<file path="config.mk">
export PLATFORM = sky130hd
export DESIGN_NAME = fpu_sched
export DESIGN_NICKNAME = d
export VERILOG_FILES = /design/src/rtl/fpu_sched_pkg.sv /design/src/rtl/fpu_sched_rr_arb2.sv /design/src/rtl/fpu_sched.sv
export SDC_FILE = /design/constraint.sdc
export NUM_CORES = 1
export LEC_CHECK = 0
export CAP_MARGIN = 5
export CORE_UTILIZATION = 42
export DETAILED_ROUTE_END_ITERATION = 10
export PLACE_DENSITY = 0.86
export SYNTH_ARGS = -nofsm -noshare
export SYNTH_HDL_FRONTEND = slang
export SYNTH_SLANG_ARGS = --single-unit
</file>
<file path="constraint.sdc">
create_clock -name clk -period 2.71 [get_ports clk]
set_clock_uncertainty 0.1 [all_clocks]
set_input_delay 0.4065 -clock clk [delete_from_list [all_inputs] [get_ports clk]]
set_output_delay 0.4065 -clock clk [all_outputs]
set_load 0.01 [all_outputs]
</file>
<file path="src/rtl/fpu_sched_pkg.sv">
// rtl/fpu_sched_pkg.sv - opcodes, scheduler state and opcode legality for fpu_sched.
package fpu_sched_pkg;

    localparam logic [3:0] FPUOP_FADD   = 4'b0000;
    localparam logic [3:0] FPUOP_FSUB   = 4'b0001;
    localparam logic [3:0] FPUOP_FMUL   = 4'b0010;
    localparam logic [3:0] FPUOP_FDIV   = 4'b0011;
    localparam logic [3:0] FPUOP_FSQRT  = 4'b0100;
    localparam logic [3:0] FPUOP_FSGNJ  = 4'b0101;
    localparam logic [3:0] FPUOP_FSGNJN = 4'b0110;
    localparam logic [3:0] FPUOP_FSGNJX = 4'b0111;
    localparam logic [3:0] FPUOP_FEQ    = 4'b1000;
    localparam logic [3:0] FPUOP_FLT    = 4'b1001;
    localparam logic [3:0] FPUOP_FLE    = 4'b1010;
    localparam logic [3:0] FPUOP_FCVTWS = 4'b1011;
    localparam logic [3:0] FPUOP_FCVTSW = 4'b1100;
    localparam logic [3:0] FPUOP_IDLE   = 4'b1111;

    typedef enum logic [1:0] {
        IDLE = 2'd0,
        EXEC = 2'd1,
        RESP = 2'd2
    } sched_state_e;

    function automatic logic is_legal_op(input logic [3:0] op);
        return op <= FPUOP_FCVTSW;
    endfunction

endpackage

</file>
<file path="src/rtl/fpu_sched_rr_arb2.sv">
// rtl/fpu_sched_rr_arb2.sv - two-way round-robin arbiter, pointer moves past the winner on accept.
module rr_arb2 (
    input  logic       clk,
    input  logic       rst,
    input  logic [1:0] req,
    input  logic       accept,
    output logic [1:0] gnt
);

    logic ptr;

    // A lone requester always wins; contention is settled by the pointer.
    always_comb begin
        gnt = req;
        if (req == 2'b11) begin
            gnt = ptr ? 2'b10 : 2'b01;
        end
    end

    always_ff @(posedge clk) begin
        if (rst) begin
            ptr <= 1'b0;
        end else if (accept) begin
            ptr <= ~gnt[1];
        end
    end

endmodule

</file>
<file path="src/rtl/fpu_sched.sv">
// rtl/fpu_sched.sv - two-requester round-robin scheduler for the shared multi-cycle FPU.
// Optional perf counters perf_ops/perf_busy are built when FPU_SCHED_PERF_EN is defined.
module fpu_sched
    import fpu_sched_pkg::*;
#(
    parameter int TAG_W = 5
) (
    input  logic                  clk,
    input  logic                  rst,
    input  logic [1:0]            req_valid,
    output logic [1:0]            req_ready,
    input  logic [1:0][3:0]       req_op,
    input  logic [1:0][31:0]      req_src0,
    input  logic [1:0][31:0]      req_src1,
    input  logic [1:0][TAG_W-1:0] req_tag,
    output logic [1:0]            rsp_valid,
    input  logic [1:0]            rsp_ready,
    output logic [31:0]           rsp_data,
    output logic [TAG_W-1:0]      rsp_tag,
    output logic                  rsp_err,
`ifdef FPU_SCHED_PERF_EN
    output logic [31:0]           perf_ops,
    output logic [31:0]           perf_busy,
`endif
    output logic [3:0]            fpu_op,
    output logic [31:0]           fpu_src0,
    output logic [31:0]           fpu_src1,
    input  logic [31:0]           fpu_result,
    input  logic                  fpu_fin
);

    sched_state_e state;
    logic         idx_q;
    logic [1:0]   gnt;
    logic         accept;
    logic         hs_idx;
    logic [3:0]   hs_op;
    logic         rsp_hs;

    rr_arb2 u_arb (
        .clk    (clk),
        .rst    (rst),
        .req    (req_valid),
        .accept (accept),
        .gnt    (gnt)
    );

    assign accept    = (state == IDLE) && !rst && (gnt != 2'b00);
    assign req_ready = (state == IDLE && !rst) ? gnt : 2'b00;
    assign hs_idx    = gnt[1];
    assign hs_op     = req_op[hs_idx];
    assign rsp_valid = (state == RESP) ? (idx_q ? 2'b10 : 2'b01) : 2'b00;
    assign rsp_hs    = (state == RESP) && rsp_ready[idx_q];

    // fpu_op doubles as the opcode capture register, so it is idle outside EXEC.
    always_ff @(posedge clk) begin
        if (rst) begin
            state    <= IDLE;
            idx_q    <= 1'b0;
            fpu_op   <= FPUOP_IDLE;
            fpu_src0 <= '0;
            fpu_src1 <= '0;
            rsp_data <= '0;
            rsp_tag  <= '0;
            rsp_err  <= 1'b0;
        end else begin
            case (state)
                IDLE: begin
                    if (accept) begin
                        idx_q   <= hs_idx;
                        rsp_tag <= req_tag[hs_idx];
                        if (is_legal_op(hs_op)) begin
                            fpu_op   <= hs_op;
                            fpu_src0 <= req_src0[hs_idx];
                            fpu_src1 <= req_src1[hs_idx];
                            rsp_err  <= 1'b0;
                            state    <= EXEC;
                        end else begin
                            rsp_err  <= 1'b1;
                            rsp_data <= '0;
                            state    <= RESP;
                        end
                    end
                end
                EXEC: begin
                    if (fpu_fin) begin
                        rsp_data <= fpu_result;
                        fpu_op   <= FPUOP_IDLE;
                        state    <= RESP;
                    end
                end
                RESP: begin
                    if (rsp_hs) begin
                        state <= IDLE;
                    end
                end
                default: state <= IDLE;
            endcase
        end
    end

`ifdef FPU_SCHED_PERF_EN
    always_ff @(posedge clk) begin
        if (rst) begin
            perf_ops  <= '0;
            perf_busy <= '0;
        end else begin
            if (rsp_hs) begin
                perf_ops <= perf_ops + 32'd1;
            end
            if (state == EXEC) begin
                perf_busy <= perf_busy + 32'd1;
            end
        end
    end
`endif

endmodule

</file>
==> results of run 1 <==
[cell families (layout without fill, tap and decap cells)]
group,Yosys count,after routing,synth area share [%]
muxes,67,67,12.6
and+or+nand+nor,83,83,7.45
AOI/OAI and AO/OA,216,216,32.2
DFF,110,110,41.4
buffers and inverters,69,328,6.42
[worst max-delay path, cell delays in order]
cell and delay, ns:
sky130_fd_sc_hd__clkdlybuf4s50_1 0.53, sky130_fd_sc_hd__buf_4 0.23, sky130_fd_sc_hd__nand2_1 0.06, sky130_fd_sc_hd__and3_1 0.19
sky130_fd_sc_hd__clkdlybuf4s50_1 0.51
[registers in the layout, summed over array words and instances (netlist names), 2 cells and up]
| signal | flops |
|---|---|
| fpu_src0 | 32 |
| rsp_data | 32 |
| fpu_src1 | 32 |
| state | 2 |
| fpu_op | 4 |
| rsp_tag | 5 |
[final timing paths]
check	startpoint	endpoint	slack (ns)
worst max-delay path	req_valid[1]	req_ready[0]	0.26
worst min register to register	rsp_tag[2]$_SDFFE_PP0P_	rsp_tag[2]$_SDFFE_PP0P_	0.41
worst min-delay path	rsp_tag[2]$_SDFFE_PP0P_	rsp_tag[2]$_SDFFE_PP0P_	0.41
worst max register to register	state[1]$_SDFFE_PP0P_	fpu_src0[17]$_SDFFE_PP0P_	0.40
[metal layers]
layer / wire length [um] / track usage (%)
met2: 9220 / 49.6
met4: 483 / 11.4
met3: 1520 / 7.89
met1: 6620 / 28.1
met5: 0 / 0
[power groups by stage]
stage          logic [mW]  clock network, mW  registers [mW]
6_report             1.50               1.43            1.88
5_1_grt              1.60               1.53            1.90
4_1_cts              1.51               1.46            1.88
3_5_place_dp         1.50                  0            1.91
3_3_place_gp         1.45                  0            1.91
2_1_floorplan       0.677                  0            1.97
[final cells by class]
type                       instances  area [sq um]  share of cell area [%]
timing repair buffer             311          3140                    36.2
multi-input combinational        366          2810                    32.3
sequential                       110          2200                    25.3
clock buffer                      10           239                    2.75
tap                              168           210                    2.42
clock inverter                     6          85.1                   0.979
inverter                           1          3.75                  0.0432
[through the flow]
stage               power, mW  hold WS, ns  utilization [%]
floorplan                2.64        0.413                -
global placement         3.36        0.394             68.8
detailed placement       3.41        0.398             68.8
CTS                      4.84        0.408             71.5
global route             5.02        0.437             71.5
finish                   4.81        0.407             71.5
[cell usage in the layout (no fill, tap or decap), drive strengths merged, types with 2 or more instances in the layout]
cell type,count
nand3,6
a21oi,33
o21ai,2
buf,18
clkdlybuf4s50,293
clkbuf,10
nor3,11
nor2,11
nor3b,3
a211oi,70
clkinv,2
a31oi,65
dfxtp,110
a2111oi,2
bufinv,2
nor2b,3
a311oi,38
clkinvlp,2
nand2,41
mux2i,67
and3,5
==> results.txt, run 1 <==
* I/O pins: about 300
* Most frequently used cell type in the post-synthesis netlist: sky130_fd_sc_hd__dfxtp_1
- At the pin with the least slew margin, the transition time is 0.952 ns.
- Layout-stage area growth over the synthesis result: 63.3%
- The final-report hold violation count was 0.
- The initial utilization of the core area, before any placement, comes to between 40% and 50%.
* Final critical path time including I/O delays and setup: 2.45 ns
- FP Rows: 40
- Internal power comes to 3.42 mW.
* Area after DPL: 8370 sq um
* Total Neg Setup Slack: 0 ns
* Seq cells post-synth: 110
- PostCTS Resize Cnt: 0
- Antenna-violating nets left: 0
- Fill cells in the final layout number 876.
- Largest area contributor in the netlist: sky130_fd_sc_hd__dfxtp_1
* Post-Route WL: 17800 um
- Die area: 13100 sq um
- The number of max-slew violations in the final report was 0.
- The cell sitting at the root of the clock tree is a sky130_fd_sc_hd__clkbuf_16.
* Inserted Clock Buffers: 9
- Setup repair after global routing left no endpoint under its margin.
- Placed cells: ~960
- The critical path is of the primary input to primary output type.
- TritonRoute pass-1 iters: 6
- The top cell type by area accounts for 41.4% of the synthesized area.
- Data on the critical path arrives at its endpoint at roughly 1.9 ns.
- Max-cap violations in this run came to 0.
- Share of synthesized registers carrying an async set or reset: 0%
* Combinational cell fraction of total power: 31.1%
* YS warnings: 0
- Most common flop cell mapped by yosys: sky130_fd_sc_hd__dfxtp_1
- In the synthesized netlist, the cells that appear most often are sky130_fd_sc_hd__dfxtp_1 (110), sky130_fd_sc_hd__mux2i_1 (67), sky130_fd_sc_hd__a31oi_1 (65), sky130_fd_sc_hd__a211oi_2 (40), sky130_fd_sc_hd__nand2_1 (40).
- Post-CTS Hold Buffers: 0
- Derived from the worst setup path, the maximum achievable clock frequency is 409 MHz.
* Status: finished, final reports clean
- The number of global-route vias before repair is 5592.
* Ranking of synthesized cells by area: sky130_fd_sc_hd__dfxtp_1 (41%), sky130_fd_sc_hd__mux2i_1 (13%), sky130_fd_sc_hd__a211oi_2 (9.4%)
- Netlist Area Pre-Place: 5320 sq um
- The floorplan step set the die width to between 100 and 150 um.
- Sequential area share after synthesis: 41.4%
* Total number of vias: around 5.6k
- The first global-routing pass estimated ~28000 um of wire.
- Timing analysis after detailed placement gives a worst setup slack of 0.00906 ns.
- Flop pwr share: 39.1%
- Worst slew margin relative to its limit: approximately 37%
* Number of antenna cells inserted: 0
- Type of the tightest min-delay check: flip-flop to flip-flop
- Type of destination of the critical path: primary output
- Count of buffers inserted at the top-level ports: 294
* Top fanout value on the critical path: 14
- The number of nets handed over by synthesis was 730.
* Detailed Route Iter0 Violations: 295
* Number of buffers inserted by post-CTS setup repair: 0
- TritonCTS built the clock tree.
- Antenna violations before repair: 0
* Vert. Die Dim: 115 um
* Remaining Overflow, GRT: 0
- Core area: 12200 sq um
- GRT Total Usage: 26.8%
- Share of layout cells above drive strength 1: around a tenth
- Nature of the critical path startpoint: primary input
- Via-to-Cell Ratio: 5.73
* Required arrival time at the worst endpoint: around 2.2 ns
- Maximum level of the CTS H-tree: 3
- Max VDD drop: roughly 0.00032 V
* Synthesized instance count: 545
- In this run switching power makes up 28.9% of total power.
- For this run, the post-layout net count is 984.
* Final period util: 90.2%
- Area of all placed cells without fillers: 8690 sq um
- Counting instances, the worst hold path has a depth of 2.
- Detailed placement ended at an HPWL of about 13000 um.
- For this design the ratio of total power to cell area is 553 nW/um^2.
- The clock net in this run drives a total of 110 sinks.
- At the later pin of the worst-skew pair, clock insertion delay measures roughly 0.35 ns.
- Of the total power, the clock network draws 29.8%.
* Cell Count, Final, Fillers Out: 972
- Worst R2R Path Depth: 4
* Clock-pin slew of the registers on the worst-case setup and hold paths: 0.07 ns
* Count of distinct cell types in the synthesized netlist: 37
- Worst setup slack after layout: 0.264 ns
- Final weighted congestion in routability-driven placement: roughly 0.77
- The clock passes through at most 2 buffers.
- Setup-violating endpoint count in the final report: 0
- For this design the total switching power over the nets is roughly 1.4 mW.
- Counting flops with a built-in enable in the synthesized netlist gives 0.
- Syn Area/Cell: 9.77 sq um
- Largest net degree at the start of global routing: 77
- After detailed routing, the number of remaining DRC violations is 0.
* Leakage dissipation: 3.18 nW
- Routed len/inst: 18.4 um
No activity file was read; power rests on OpenSTA's default activity.
==> run 2: changes to the inputs <==
Settings changed: CELL_PAD_IN_SITES_DETAIL_PLACEMENT set to 0, CELL_PAD_IN_SITES_GLOBAL_PLACEMENT set to 2, CORE_UTILIZATION 42 to 23, PLACE_DENSITY 0.86 to not set, PLACE_DENSITY_LB_ADDON set to 0.1.
==> results.txt, run 2 (synthesis results as in run 1) <==
- The flow ran to the end, and the final reports show no timing, DRC or antenna violations.
- Library cell used as clock root buffer: sky130_fd_sc_hd__clkbuf_16
- Routed len/inst: 18.0 um (-2.1%)
* Sinks on the clock net: 110 (unchanged)
- The post-layout instance count excluding filler cells was 1091 (+12%).
* Critical path arrival: 1.93 ns (about the same)
- The transition at the pin with the smallest max-transition slack is 0.722 ns (-0.230 ns).
- Final period util: 89.8% (-0.43 points)
* Nature of the critical path startpoint: primary input
- The largest net degree at the start of global routing was 65 (-16%).
* Antenna violations before repair: 0 (unchanged)
- Clock power frac: 29.3% (-0.5 points)
- The power per unit of standard cell area is 543 nW/um^2 (-1.9%).
- Final count of hold timing violations: 0 (unchanged)
* TritonRoute pass-1 iters: 6 (unchanged)
* Setup-violating endpoint count in the final report: 0 (unchanged)
- CTS Buffer Depth: 2 (unchanged)
- Clock-pin slew of the registers on the worst-case setup and hold paths: 0.07 ns (about the same)
- Half-perimeter wire length after detailed placement: 14200 um (+9.4%)
- The die width is 154 um (+35%).
* Worst slew margin relative to its limit: 51.9% (+15 points)
- Total number of nets in the final design: 987 (+0.30%)
- The detail-routed via count per cell was 4.93 (-14%).
* Initial cell density of the core: 23.5% (-20 points)
- The switching power total is 1.41 mW (+1.2%).
* Worst R2R Path Depth: 5 (+1)
- The number of placement rows was 55 (+38%).
* Endpoint of the worst setup timing path: req_ready[1]
* Commonest cells after routing, fill and taps aside: sky130_fd_sc_hd__clkdlybuf4s50_1 (293), sky130_fd_sc_hd__dfxtp_1 (110), sky130_fd_sc_hd__mux2i_1 (67)
- The die height came to 154 um (+35%).
* Number of buffers inserted by post-CTS setup repair: 0 (unchanged)
- First-pass GRT wire length: 30800 um (+11%)
* Max VDD drop: 0.000259 V (-20%)
- Cell with the largest stage delay on the worst path: sky130_fd_sc_hd__clkdlybuf4s50_1
* Fin. max-slew vios: 0 (unchanged)
- Share of layout cells above drive strength 1: 10.4% (-0.026 points)
- Later-pin clock latency in the skew report: 0.35 ns (about the same)
- Combinational cell fraction of total power: 31.6% (+0.5 points)
- The maximum level of the CTS H-tree came to 3 (unchanged).
- Leakage dissipation: 3.19 nW (+0.40%)
* Worst path max stage delay: 0.55 ns (+0.02 ns)
* Total Neg Setup Slack: 0 ns (unchanged)
- Number of antenna cells inserted: 0 (unchanged)
- The critical path goes through clkdlybuf4s50_1, buf_4, nand2b_1, and3_1, clkdlybuf4s50_1.
- Total number of vias: 5379 (-3.5%)
- The clock period minus final worst setup slack is 2.43 ns (-0.0115 ns).
* DRC viols: 0 (unchanged)
* Vias in the first global route: 5539 (-0.95%)
- The number of top-level design ports came to 295 (unchanged).
- The required time reported for the critical path endpoint was 2.20 ns (about the same).
- The internal reg-to-reg setup slack is 0.62 ns (+0.22 ns).
- Max Cap Violations: 0 (unchanged)
* Core area: 22600 sq um (+86%)
* Type of destination of the critical path: primary output
- Inserted Clock Buffers: 9 (unchanged)
- In the final layout, the registers with the most flip-flops are fpu_src0: 32 flops, fpu_src1: 32 flops, rsp_data: 32 flops.
* Flop pwr share: 39.1% (about the same)
* Critical Path Start: req_valid[0]
- Antenna-violating nets left: 0 (unchanged)
* Kind of critical path: primary input to primary output
* GRT Total Usage: 16.4% (-10 points)
* Clock tree from TritonCTS: done
* Type of the tightest min-delay check: primary input to flip-flop
- Fmax: 411 MHz (+0.47%)
- The total grt overflow came to 0 (unchanged).
- Placed cells: 1076 (+13%)
* Unrepaired setup endpoints after global routing: false
* Most common cell after layout, fill and taps aside: sky130_fd_sc_hd__clkdlybuf4s50_1
- Die area: 23800 sq um (+81%)
- In this run the critical register-to-register path is captured at fpu_src0[30]$_SDFFE_PP0P_.
- The net switching fraction of the power came to 29.2% (+0.32 points).
- Post-Route WL: 19600 um (+9.9%)
- The weighted congestion at the end of routability-driven global placement was 0.767 (+0.20%).
* Most Frequent Cell on Critical Path: sky130_fd_sc_hd__clkdlybuf4s50_1
* Startpoint of the worst register-to-register path: state[0]$_SDFFE_PP0P_
- The number of gates resized after cts is 0 (unchanged).
* Detailed Route Iter0 Violations: 171 (-42%)
- The count of buffers from port buffering is 294 (unchanged).
- The largest fanout on the critical path was 6 (-8).
* Int Power: 3.40 mW (-0.40%)
- The total of hold buffers inserted after clock tree synthesis was 0 (unchanged).
* Layout-stage area growth over the synthesis result: 66.6%
## run 2: changes by cell type in the layout (fill, tap and decap cells not counted)
| cell | before | now |
|---|---|---|
| sky130_fd_sc_hd__buf_4 | 12 | 13 |
| sky130_fd_sc_hd__buf_12 | 6 | 8 |
| sky130_fd_sc_hd__clkbuf_1 | 0 | 2 |
| sky130_fd_sc_hd__clkinv_2 | 2 | 1 |
| sky130_fd_sc_hd__clkbuf_8 | 1 | 0 |
| sky130_fd_sc_hd__clkinvlp_4 | 2 | 1 |
## run 2: how the worst min path moves through the flow
stage,cells past startpoint,slack [ns],startpoint,endpoint
after floorplan,2,0.41,idx_q$_SDFFE_PP0P_,idx_q$_SDFFE_PP0P_
after global placement,2,0.39,rsp_tag[2]$_SDFFE_PP0P_,rsp_tag[2]$_SDFFE_PP0P_
after detailed placement,2,0.39,rsp_tag[1]$_SDFFE_PP0P_,rsp_tag[1]$_SDFFE_PP0P_
after CTS,2,0.34,rst,rsp_data[30]$_SDFFE_PP0P_
after global routing,2,0.35,rst,rsp_data[4]$_SDFFE_PP0P_
final,2,0.34,rst,rsp_data[7]$_SDFFE_PP0P_
## run 2: stage by stage
step / instance area, sq um / setup slack (ns) / hold slack, ns / util (%) / total power, mW
3_5_place_dp: 8560 / 0.179 / 0.393 / 37.8 / 3.46
5_1_grt: 8870 / 0.205 / 0.350 / 39.2 / 5.07
6_report: 8870 / 0.276 / 0.345 / 39.2 / 4.81
2_1_floorplan: 5320 / 0.828 / 0.413 / - / 2.64
3_3_place_gp: 8560 / 0.265 / 0.388 / 37.8 / 3.43
4_1_cts: 8870 / 0.284 / 0.335 / 39.2 / 4.89
## run 2: metal layers
| layer | global-route usage (%) | vias up | routed length [um] |
|---|---|---|---|
| met1 | 19.5 | 2557 | 8500 |
| met4 | 5.05 | 0 | 260 |
| li1 | - | 2631 | - |
| met2 | 28.1 | 176 | 9320 |
| met5 | 0 | - | 0 |
| met3 | 5.13 | 15 | 1540 |
## run 2: power by group through the flow
stage / Sequential (mW) / Combinational [mW] / Clock (mW)
2_1_floorplan: 1.97 / 0.677 / 0
3_3_place_gp: 1.91 / 1.52 / 0
3_5_place_dp: 1.92 / 1.54 / 0
4_1_cts: 1.88 / 1.54 / 1.47
5_1_grt: 1.90 / 1.64 / 1.52
6_report: 1.88 / 1.52 / 1.41
## run 2: area by class of cell
cell class | instances | area (sq um)
multi-input combinational | 366 | 2810
timing repair buffer | 314 | 3190
sequential | 110 | 2200
tap | 285 | 357
fill | 2227 | 13800
clock inverter | 4 | 72.6
inverter | 1 | 3.75
clock buffer | 11 | 233
## run 2: critical path, delay by kind of cell
kind                   cells  cell delay (ns)
AND/OR/NAND/NOR            2             0.39
buffers and inverters      3             1.13
==> run 3: changes to the inputs <==
Settings changed: CORE_UTILIZATION 23 to 38, DONT_BUFFER_PORTS set to 1.
==> results.txt, run 3 (synthesis results as in run 1) <==
- The run finished with clean final reports.
* Top fanout value on the critical path: 66 (+60)
- Pwr Density: 740 nW/um^2 (+36%)
- The largest net degree at the start of global routing was 118 (+82%).
- Maximum level of the CTS H-tree: 3 (unchanged)
* Setup-violating endpoint count in the final report: 0 (unchanged)
* Remaining Overflow, GRT: 0 (unchanged)
- The count of antenna-violating nets left after detailed routing is 0 (unchanged).
- Worst slack at placement: 0.429 ns (+0.250 ns)
- FF-to-FF End: fpu_src0[16]$_SDFFE_PP0P_
* Layout-stage area growth over the synthesis result: 6.16%
* Number of antenna cells inserted: 0 (unchanged)
- The peak supply drop is 0.000339 V (+31%).
- The detail-routed via count per cell is 6.25 (+27%).
- Worst slew pin tran: 0.999 ns (+0.277 ns)
- The number of placement rows was 42 (-24%).
* Top layer used by detailed routing: met4
- The setup total negative slack is 0 ns (unchanged).
* Post-Route WL: 15100 um (-23%)
* Commonest cells after routing, fill and taps aside: sky130_fd_sc_hd__dfxtp_1 (110), sky130_fd_sc_hd__mux2i_1 (67), sky130_fd_sc_hd__a31oi_1 (65)
- TritonRoute pass-1 iters: 7 (+1)
- The highest cell delay on the worst timing path came to 0.83 ns (+0.28 ns).
- The worst register-to-register path begins at state[0]$_SDFFE_PP0P_.
- Half-perimeter wire length after detailed placement: 9680 um (-32%)
- Detailed Route Iter0 Violations: 292 (+71%)
- The internal reg-to-reg setup slack was 0.42 ns (-0.20 ns).
- The reported leakage power was 2.01 nW (-37%).
- The DRC violation count after routing came to 0 (unchanged).
- Sinks on the clock net: 110 (unchanged)
- Initial cell density of the core: 39.6% (+16 points)
* GRT Total Usage: 19.8% (+3.4 points)
- The fraction of layout instances using a drive strength above 1 was 14.6% (+4.1 points).
- The final cell utilization of the core is 42.0% (+2.8 points).
* Most common cell after layout, fill and taps aside: sky130_fd_sc_hd__dfxtp_1
* Final count of hold timing violations: 0 (unchanged)
* Die area: 14500 sq um (-39%)
- The weighted congestion at the end of routability-driven global placement was 0.694 (-9.6%).
* Critical path buffer and inverter count: 0 (-3)
- Unrepaired setup endpoints after global routing: false
- Cell with the largest stage delay on the worst path: sky130_fd_sc_hd__and3_4
- Library cell used as clock root buffer: sky130_fd_sc_hd__clkbuf_16
- The die height came to 120 um (-22%).
- Routed len/inst: 22.3 um (+24%)
* Type of the tightest min-delay check: primary input to flip-flop
- Area of all placed cells without fillers: 5650 sq um (-36%)
- Required arrival time at the worst endpoint: 2.80 ns (+0.60 ns)
- Post-CTS Hold Buffers: 0 (unchanged)
* CTS Buffer Depth: 2 (unchanged)
- STA classifies the critical path endpoint as a flip-flop.
- The first-pass GRT wire length was 22200 um (-28%).
- Area after DPL: 5330 sq um (-38%)
* Sequential Area: 2200 sq um (unchanged)
* Final period util: 84.3% (-5.5 points)
- Sequence of cells on the critical path: nor3_2, nor2b_4, and3_4, a211oi_1
- The count of buffers from port buffering is 0 (-100%).
- The total placed cells including tap cells is 662 (-38%).
- The highest clock rate came to 438 MHz (+6.5%).
* Worst slew margin relative to its limit: 33.4% (-18 points)
* Critical path arrival: 2.37 ns (+0.44 ns)
- Core area: 13500 sq um (-41%)
- The routed metal-1 wirelength was 5920 um (-30%).
* Footprint of the multi-input gates: 2810 sq um (unchanged)
- The met2 layer wire length in the routed design was 7260 um (-22%).
* Cell Count, Final, Fillers Out: 677 (-38%)
* Final critical path time including I/O delays and setup: 2.29 ns (-0.149 ns)
- Filler cell count in the final layout: 1326 (-40%)
* Max Cap Violations: 0 (unchanged)
- The slack of the critical path was 0.425 ns (+0.149 ns).
- Horiz. Die Dim: 120 um (-22%)
* PostCTS Resize Cnt: 0 (unchanged)
- Worst Min Path Start: rst
- Cell depth of the worst hold path: 1 (-1)
* Vias in the first global route: 3979 (-28%)
- The number of max-slew violations in the final report was 0 (unchanged).
* Total number of nets in the final design: 682 (-31%)
* Later-pin clock latency in the skew report: 0.34 ns (about the same)
- STA classifies the critical path startpoint as a flip-flop.
- The CTS clock-pin slew for the worst setup and hold paths came to 0.07 ns (about the same).
- The buffer count from post-CTS setup fixing is 0 (unchanged).
- The critical path in this run is classified as flip-flop to flip-flop.
- The number of cells on the worst reg-to-reg path is 4 (-1).
- The number of buffers inserted during clock tree synthesis came to 9 (unchanged).
- Destination of the worst hold path: fpu_src1[1]$_SDFFE_PP0P_
* I/O pins: 295 (unchanged)
- Among cell families on the critical path, the largest total delay comes from simple AND/OR/NAND/NOR gates.
- Total number of vias: 4232 (-21%)
- Length of routed met3 wiring: 1590 um (+3.4%)
* Clock tree from TritonCTS: done
* Antenna violations before repair: 0 (unchanged)
- Top Registers: fpu_src0: 32 flops, fpu_src1: 32 flops, rsp_data: 32 flops
[run 3: layer usage]
metal,vias up,global-route usage (%)
li1,2024,-
met2,195,32.4
met5,-,0
met4,0,8.49
met1,1993,23.2
met3,20,7.45
[run 3: area by class of cell]
class / count / area share (%)
tap: 176 / 3.90
timing repair buffer: 9 / 1.64
sequential: 110 / 39.0
clock buffer: 12 / 4.54
multi-input combinational: 366 / 49.7
clock inverter: 3 / 1.20
inverter: 1 / 0.0664
[run 3: worst max-delay path by stage]
stage	start	to	slack, ns	cells past startpoint
after floorplan	req_valid[1]	fpu_src0[0]$_SDFFE_PP0P_	0.83	8
after global placement	state[0]$_SDFFE_PP0P_	fpu_src0[24]$_SDFFE_PP0P_	0.53	4
after detailed placement	state[0]$_SDFFE_PP0P_	fpu_src0[24]$_SDFFE_PP0P_	0.43	4
after CTS	state[0]$_SDFFE_PP0P_	fpu_src0[24]$_SDFFE_PP0P_	0.41	4
after global routing	state[0]$_SDFFE_PP0P_	fpu_src0[16]$_SDFFE_PP0P_	0.26	4
final	state[0]$_SDFFE_PP0P_	fpu_src0[16]$_SDFFE_PP0P_	0.42	4
[run 3: per-stage QoR]
stage | hold slack, ns | power, mW
floorplan | 0.413 | 2.64
global placement | 0.384 | 2.75
detailed placement | 0.386 | 2.77
CTS | 0.00965 | 4.23
global route | 0.0160 | 4.38
finish | 0.0325 | 4.18
[run 3: report_power, final]
group / leakage [nW] / internal [mW] / switching (mW)
Sequential: 0.902 / 1.78 / 0.212
Combinational: 0.951 / 0.301 / 0.430
Clock: 0.155 / 0.857 / 0.603
